## src/rtl/ram_bank_ring.sv

```systemverilog
// ram_bank_ring: N-bank circular frame buffer.
// The writer fills banks in ring order. A bank is committed when it holds
// DEPTH samples or when write_last_i arrives with an accepted beat. The reader
// drains committed banks in commit order through a zero-latency show-ahead port.
//
// Handshake semantics, on both ports: a beat transfers on a rising clock edge
// exactly when valid and ready are both high in the cycle before it. The
// producer holds data while valid is high and ready is low. read_data_o is
// stable while read_valid_o is high and read_ready_i is low. With
// DROP_ON_FULL=1, write_ready_o stays high, but beats offered while every bank
// is committed are discarded instead of stored.
module ram_bank_ring #(
  parameter int WIDTH        = 32,
  parameter int DEPTH        = 16,
  parameter int NUM_BANKS    = 3,
  parameter int ADDR_WIDTH   = $clog2(DEPTH),
  parameter int DROP_ON_FULL = 0
) (
  input  logic                             clk_i,
  input  logic                             rst_ni,
  input  logic signed [WIDTH-1:0]          write_data_i,
  input  logic                             write_valid_i,
  input  logic                             write_last_i,
  output logic                             write_ready_o,
  output logic signed [WIDTH-1:0]          read_data_o,
  output logic                             read_valid_o,
  input  logic                             read_ready_i,
  output logic                             read_last_o,
  output logic [ADDR_WIDTH:0]              read_len_o,
  output logic [$clog2(NUM_BANKS+1)-1:0]   banks_full_o,
  output logic                             buffer_ready_o,
  output logic                             buffer_overflow_o,
  input  logic                             overflow_clr_i,
  output logic [ADDR_WIDTH:0]              write_count_o,
  output logic [ADDR_WIDTH:0]              read_count_o
);

  localparam int CW = ADDR_WIDTH + 1;
  localparam int FW = $clog2(NUM_BANKS + 1);
  localparam int BW = $clog2(NUM_BANKS);

  localparam logic [CW-1:0] LAST_IDX  = CW'(DEPTH - 1);
  localparam logic [FW-1:0] FULL_LVL  = FW'(NUM_BANKS);
  localparam logic [BW-1:0] LAST_BANK = BW'(NUM_BANKS - 1);

  // Sample storage; contents are deliberately left unreset.
  logic signed [WIDTH-1:0] r_mem [NUM_BANKS][DEPTH];
  // Committed length of each bank (1..DEPTH).
  logic [CW-1:0]           r_len [NUM_BANKS];

  logic [BW-1:0] r_wr_bank;
  logic [BW-1:0] r_rd_bank;
  logic [CW-1:0] r_wr_count;
  logic [CW-1:0] r_rd_count;
  logic [FW-1:0] r_banks_full;
  logic          r_overflow;

  logic          w_not_full;
  logic          w_wr_accept;
  logic          w_commit;
  logic          w_rd_valid;
  logic [CW-1:0] w_rd_len;
  logic          w_rd_last;
  logic          w_rd_xfer;
  logic          w_release;
  logic          w_overflow_set;

  // Ring successor of a bank index; NUM_BANKS need not be a power of two.
  function automatic logic [BW-1:0] next_bank(input logic [BW-1:0] b);
    return (b == LAST_BANK) ? '0 : b + BW'(1);
  endfunction

  assign w_not_full     = (r_banks_full < FULL_LVL);
  assign write_ready_o  = (DROP_ON_FULL != 0) ? 1'b1 : w_not_full;
  assign w_wr_accept    = write_valid_i & write_ready_o & w_not_full;
  assign w_commit       = w_wr_accept & (write_last_i | (r_wr_count == LAST_IDX));
  // Any beat offered while every bank holds unread data is an overflow, in both modes.
  assign w_overflow_set = write_valid_i & ~w_not_full;

  assign w_rd_valid     = (r_banks_full != '0);
  assign w_rd_len       = r_len[r_rd_bank];
  assign w_rd_last      = w_rd_valid & (r_rd_count == (w_rd_len - CW'(1)));
  assign w_rd_xfer      = w_rd_valid & read_ready_i;
  assign w_release      = w_rd_xfer & w_rd_last;

  assign read_valid_o      = w_rd_valid;
  assign read_data_o       = r_mem[r_rd_bank][r_rd_count[ADDR_WIDTH-1:0]];
  assign read_last_o       = w_rd_last;
  assign read_len_o        = w_rd_len;
  assign banks_full_o      = r_banks_full;
  assign buffer_ready_o    = w_rd_valid;
  assign buffer_overflow_o = r_overflow;
  assign write_count_o     = r_wr_count;
  assign read_count_o      = r_rd_count;

  // Store accepted samples into the open write bank.
  always_ff @(posedge clk_i) begin
    if (w_wr_accept) begin
      r_mem[r_wr_bank][r_wr_count[ADDR_WIDTH-1:0]] <= write_data_i;
    end
  end

  // Write pointer, fill count and per-bank committed length.
  always_ff @(posedge clk_i or negedge rst_ni) begin
    if (!rst_ni) begin
      r_wr_bank  <= '0;
      r_wr_count <= '0;
      for (int b = 0; b < NUM_BANKS; b++) begin
        r_len[b] <= '0;
      end
    end else if (w_commit) begin
      r_len[r_wr_bank] <= r_wr_count + CW'(1);
      r_wr_bank        <= next_bank(r_wr_bank);
      r_wr_count       <= '0;
    end else if (w_wr_accept) begin
      r_wr_count <= r_wr_count + CW'(1);
    end
  end

  // Read pointer and position within the bank being drained.
  always_ff @(posedge clk_i or negedge rst_ni) begin
    if (!rst_ni) begin
      r_rd_bank  <= '0;
      r_rd_count <= '0;
    end else if (w_release) begin
      r_rd_bank  <= next_bank(r_rd_bank);
      r_rd_count <= '0;
    end else if (w_rd_xfer) begin
      r_rd_count <= r_rd_count + CW'(1);
    end
  end

  // Committed-bank occupancy; a simultaneous commit and release cancel out.
  always_ff @(posedge clk_i or negedge rst_ni) begin
    if (!rst_ni) begin
      r_banks_full <= '0;
    end else begin
      case ({w_commit, w_release})
        2'b10:   r_banks_full <= r_banks_full + FW'(1);
        2'b01:   r_banks_full <= r_banks_full - FW'(1);
        default: r_banks_full <= r_banks_full;
      endcase
    end
  end

  // Sticky overflow flag; a set in the same cycle as a clear takes priority.
  always_ff @(posedge clk_i or negedge rst_ni) begin
    if (!rst_ni) begin
      r_overflow <= 1'b0;
    end else if (w_overflow_set) begin
      r_overflow <= 1'b1;
    end else if (overflow_clr_i) begin
      r_overflow <= 1'b0;
    end
  end

endmodule

```

## config.mk

```make
export PLATFORM = sky130hd
export DESIGN_NAME = ram_bank_ring
export DESIGN_NICKNAME = d
export VERILOG_FILES = /design/src/rtl/ram_bank_ring.sv
export SDC_FILE = /design/constraint.sdc
export NUM_CORES = 2
export LEC_CHECK = 0
export ABC_AREA = 1
export CAP_MARGIN = 15
export CORE_UTILIZATION = 45
export CTS_CLUSTER_SIZE = 28
export DETAILED_ROUTE_END_ITERATION = 10
export GPL_ROUTABILITY_DRIVEN = 0
export HOLD_SLACK_MARGIN = 0.15
export PLACE_DENSITY_LB_ADDON = 0.2
export SLEW_MARGIN = 5
export SYNTH_ARGS = -nofsm -noshare
export SYNTH_HDL_FRONTEND = slang
export SYNTH_SLANG_ARGS = --single-unit
```

## constraint.sdc

```tcl
create_clock -name clk_i -period 3.9 [get_ports clk_i]
set_input_delay 0.78 -clock clk_i [delete_from_list [all_inputs] [get_ports clk_i]]
set_output_delay 0.78 -clock clk_i [all_outputs]
set_load 0.02 [all_outputs]
```

-- Word-level counts from Yosys, hierarchy flattened
Memories as Yosys holds them, arrays and structs flattened.
Cells that the tools add are included.
- flip-flop bits (word level): 32
- bits in writable memories: 1536
- bits of input ports: 38
- logic and storage cells: 72
- memories: 1
- add/sub/neg operators: 7
- $lt $le $gt $ge: 7
- equality and inequality tests: 6
- mux-type cells: 22
- bitwise operators: 13
- reduce and logical (&&, ||, !) cells: 7
- memory list (name ; words ; width ; rd ports ; clocked after memory_dff ; write ports ; RTL line ; text):
    r_mem ; 3 ; 512 ; 1 ; 0 ; 1 ; 47 ; logic signed [WIDTH-1:0] r_mem [NUM_BANKS][DEPTH];
- operators by type and width (cell ; number):
    $mux 512 ; 1
    $bmux 32 s4 ; 1
    $demux 32 s4 ; 1
    $mux 32 ; 3
    $mux 5 ; 7
    $bwmux 15 ; 1
    $add 5x1->5 const B ; 2
    $bmux 5 s2 ; 1
    $demux 5 s2 ; 1
    $ge 5x5->1 const B ; 2
    $not 4->5 ; 2
    $reduce_bool 2->1 ; 5
    $and 1x1->1 ; 7
    $add 2x1->2 const B ; 3
    $eq 2x2->1 const B ; 3
    $ge 3x3->1 const B ; 2
    $not 2->3 ; 2
    $eq 5x4->1 const B ; 1
    $eq 5x5->1 ; 1
    $lt 5x1->1 const B ; 1
    $sub 5x1->5 const B ; 1
    $mux 2 ; 2
    $pmux 2 s2 ; 1
    $lt 3x1->1 const B ; 1
    7 further kinds ; 10

-- Depth between registers and ports, before layout
- word-level depth: 10
- mapped depth: 17
- depth with buffers taken out: 16

-- Worst setup path before layout
OpenSTA, ideal clock, no wires.
- path kind: input to register
- start point: input write_valid_i
- end point: memory r_mem[0][100] (netlist name), enable pin
- library setup time: 421 ps
- arrival time: 2556 ps
- data required time: 3479 ps
- setup slack: 923 ps
- stages on the path: 4
- path buffers: 0
- cells stage by stage: nand2_1 nor2_1 nand2_1 nor2_1
- cells in the longest elaborated chain, start to end: 4
- ends and longest elaborated chain (item ; RTL line ; text):
    start: declaration ; 22 ; input logic write_valid_i,
    $and 1x1->1 (2 in series) ; 75 ; assign w_wr_accept = write_valid_i & write_ready_o & w_not_full;
    $mux 1 ; 98 ; if (w_wr_accept) begin
    $mux 512 (not written as such) ; 99 ; r_mem[r_wr_bank][r_wr_count[ADDR_WIDTH-1:0]] <= write_data_i;
    end: declaration ; 47 ;
Every way passes these cells.

-- Worst setup path in the final report
- start point: register r_rd_bank[1]
- end point: output read_data_o[9]
- cells in the longest elaborated chain, start to end: 4
- ends and longest elaborated chain (item ; RTL line ; text):
    start: declaration ; 52 ; logic [BW-1:0] r_rd_bank;
    start signal: assignment ; 126 ; r_rd_bank <= next_bank(r_rd_bank);
    $mem_v2 3x512 ; - ;
    $bmux 32 s4 ; 87 ; assign read_data_o = r_mem[r_rd_bank][r_rd_count[ADDR_WIDTH-1:0]];
    $mux 32 (not written as such) (2 in series) ; 87 ;
    end: declaration ; 25 ; output logic signed [WIDTH-1:0] read_data_o,
Every way passes these cells. The select of a mux whose other input is x is not followed.

==> results.py <==
metrics = {
    "route": {
        "drc": 0,
        "wl_per_cell_um": 27.6,
        "first_pass_iters": 6,
        "viasPerCell": 5.88,
        "drt-initial-drc-count": 4566,
        "wirelength_um": 181000,
        "vias": 38600,
        "drtAntennaViolNets": 0,
    },
    "floorplanning": {
        "die-area_mm2": 0.137,
        "die_w_um": 370,
        "fp.dieH_um": 370,
        "core_area_mm2": 0.134,
        "io_pins": 92,
        "initial_core_util": 0.455,
        "core.rowCount": 134,
    },
    "sta": {
        "max_clock_freq_mhz": 258,
        "period_minus_slack_ps": 3870,
        "setup_viol": 0,
        "clock_skew_ps": 35.7,
        "fin_ws_ps": 25.5,
        "slew_headroom": 0.404,
        "tightest_slew_ps": 891,
        "drv_slew": 0,
        "rsz0062_at_grt": "yes",
        "fin_crit_sh": 0.993,
        "finalHoldViolations": 0,
    },
    "global_routing": {
        "grt_max_degree": 87,
        "antenna_found_initial": 2,
        "gr-total-overflow": 0,
        "grt.total_usage": 0.263,
        "grt_pass1_vias": 36800,
        "grt_pass1_wl_um": 259000,
    },
    "worst_setup_path": {
        "critical_path.slowest_cell": "dfrtp_4",
        "cp-start-kind": "register",
        "path_cells": "buf_12 > nor2_8 > buf_12 > buf_4 > buf_4 > buf_16 > nand2_1 > nand3_1 > nand3_1 > nand3_1 > nand3_1 > nand3_1 > clkdlybuf4s15_2",
        "crit_arrival_ps": 3090,
        "cp.buffers_inverters": 6,
        "cp_data_required_time_ps": 3120,
        "crit_top_cell": "nand3_1",
        "critPathMaxStageDelay_ps": 520,
        "worstSetupPathType": "reg -> out",
        "critPathMaxFanout": 19,
        "critPathCaptureType": "primary output",
        "cp_top_family": "buffers and inverters",
    },
    "synth": {
        "synth_area_mm2": 0.0610,
        "synth_edf_count": 1536,
        "synthFlopType": "edfxtp_1",
        "yosysUniqueCellTypes": 29,
        "ys_seq_elements": 1568,
        "syn_nets": 4480,
        "synth_area_per_cell_um2": 13.8,
        "yosys_warnings": 0,
        "synth_seq_area_share": 0.769,
        "synth_cells": 4434,
        "async_flop_share": 0.0204,
    },
    "placement": {
        "place_worst_setup_slack_ps": 315,
        "port_buffers": 91,
        "dpl.hpwl_um": 91100,
        "dpl_cell_area_mm2": 0.0655,
    },
    "clock_tree": {
        "root_buffer": "clkbuf_16",
        "clock-sinks": 1568,
        "worstSkewPairLatency_ps": 790,
        "cts_tree": "done",
        "clockBufferDepth": 3,
        "path_clk_slew_ps": 60,
        "cts_made_buffers": 156,
        "ctsHoldBuffers": 0,
        "htree_levels": 4,
    },
    "run_status": {
        "outcome": "complete, no violations",
    },
    "layout": {
        "nNetsFinal": 4728,
        "final_layout_size_suffix_gt1_frac": 0.144,
        "nFillCells": 10800,
        "syn2layout_area_growth_pct": 18.5,
        "final_area_mm2": 0.0723,
        "diodes": 0,
    },
    "power_and_ir_drop": {
        "power_density_mw_per_mm2": 765,
        "vdd_ir_drop_max_uv": 585,
        "p_leak_nw": 24.8,
    },
    "job": {
        "max_cap_viol_count": 0,
    },
    "min_path": {
        "hp-class": "reg -> reg",
    },
}
==> report_power, final <==
part	switching [W]	internal, W	leakage, nW
clock network	0.00625	0.00814	2.35
logic	0.0137	0.00781	8.22
registers	0.000311	0.0191	14.2
total	0.0203	0.0350	24.8
==> Yosys cell counts, types with 8 or more instances <==
library cell,count,area share
buf_1,40,0.0025
inv_1,35,0.0022
nand2_1,977,0.060
ha_1,8,0.0016
buf_2,149,0.012
clkbuf_1,41,0.0025
dfrtp_1,32,0.013
a22oi_1,216,0.027
a21oi_1,265,0.022
nand3_1,923,0.076
nor2_1,72,0.0044
edfxtp_1,1536,0.76
a22oi_2,33,0.0068
buf_4,22,0.0027
o21ai_0,20,0.0016
buf_6,27,0.0050
==> cell usage in the layout, fill, tap and decap left out, types with 3 or more instances in the layout <==
| master | Yosys | routed |
|---|---|---|
| a21oi_1 | 265 | 265 |
| a22oi_1 | 216 | 200 |
| a22oi_2 | 33 | 49 |
| buf_12 | 0 | 82 |
| buf_16 | 0 | 27 |
| buf_2 | 149 | 12 |
| buf_4 | 22 | 147 |
| buf_6 | 27 | 12 |
| buf_8 | 0 | 9 |
| bufbuf_16 | 0 | 11 |
| bufinv_16 | 0 | 8 |
| clkbuf_1 | 41 | 36 |
| clkbuf_16 | 0 | 165 |
| clkbuf_2 | 0 | 3 |
| clkdlybuf4s15_2 | 0 | 4 |
| clkdlybuf4s50_1 | 0 | 58 |
| clkinv_1 | 7 | 48 |
| clkinv_2 | 0 | 21 |
| dfrtp_1 | 32 | 27 |
| dfrtp_4 | 0 | 3 |
| edfxtp_1 | 1536 | 1536 |
| ha_1 | 8 | 7 |
| inv_1 | 35 | 33 |
| inv_2 | 3 | 4 |
| inv_6 | 0 | 4 |
| nand2_1 | 977 | 977 |
| nand3_1 | 923 | 864 |
| nand3_2 | 4 | 52 |
| nand3_4 | 0 | 11 |
| nand4_1 | 4 | 4 |
| nor2_1 | 72 | 22 |
| nor2_4 | 1 | 50 |
| o21ai_0 | 20 | 20 |
| o22ai_1 | 4 | 4 |
| xor2_1 | 6 | 6 |
==> cell families (layout without fill, tap and decap cells) <==
kind of cell	Yosys count	after routing	synth area share
compound gates	538	538	0.0572
xor+xnor	9	9	0.00129
fa+ha+maj	8	8	0.00164
buf+inv	325	695	0.0278
flops	1568	1568	0.769
simple gates	1986	1986	0.143
==> per-stage QoR <==
stage / instances / hold WS (ps) / utilization / setup TNS [ps] / power [W]
finish: 6572 / 494 / 0.540 / 0 / 0.0553
global route: 6572 / 516 / 0.540 / -420 / 0.0575
CTS: 6562 / 494 / 0.537 / -342 / 0.0549
detailed placement: 6222 / 478 / 0.489 / 0 / 0.0382
global placement: 6222 / 476 / 0.489 / 0 / 0.0381
floorplan: 4434 / 453 / - / 0 / 0.0308
==> final cells by class <==
| cell class | count | area, um^2 | share of cell area |
|---|---|---|---|
| multi-input cells | 2541 | 13200 | 0.183 |
| flip-flops and latches | 1568 | 46900 | 0.649 |
| clock buffers | 200 | 4220 | 0.0583 |
| repair buffers | 369 | 4900 | 0.0678 |
| inverters | 46 | 201 | 0.00279 |
| clock inverters | 80 | 593 | 0.00821 |
| well taps | 1768 | 2210 | 0.0306 |
==> worst reg2reg max path, cell delays in order (launching register included) <==
cell,delay [ps]
dfrtp_4,520
buf_4,160
buf_4,130
buf_4,150
nand3_2,90
nand3_4,100
inv_4,100
ha_4,200
or2_2,280
nand3_2,70
inv_1,40
nand3_1,80
nor2_2,60
buf_4,130
nand4_2,180
inv_1,80
ha_1,300
a21oi_1,110
o21ai_0,110
xnor2_1,140
==> final timing paths <==
kind	startpoint	to	slack (ps)	cells after the start
max reg2reg	r_rd_bank[1]	banks_full_o[1]	760	19
max in group asynchronous	rst_ni	r_len[5]	2540	3
min reg2reg	r_len[12]	r_len[12]	490	2
min in group asynchronous	rst_ni	read_count_o[3]	510	1
max	r_rd_bank[1]	read_data_o[9]	30	13
min	r_len[12]	r_len[12]	490	2
==> routing by layer <==
metal	part of all wire	wire length, um	GRT usage
met1	0.42	76200	0.370
met2	0.48	86600	0.421
met3	0.072	13000	0.0350
met4	0.030	5420	0.0896
met5	0.000072	13	0
==> repair_timing <==
item                                    in CTS  in global routing
cloned                                      23                  3
endpoints found under the setup margin      33                 30
setup buffers                               37                 10
pin swaps                                   15                 23
resized for setup                          198                 66
==> sequential cells by signal (all words and copies together) (netlist names) <==
signal	count
banks_full_o	2
buffer_overflow_o	1
r_len	15
r_mem	1536
r_rd_bank	2
r_wr_bank	2
read_count_o	5
write_count_o	5
Power figures use the tool's default switching activity.
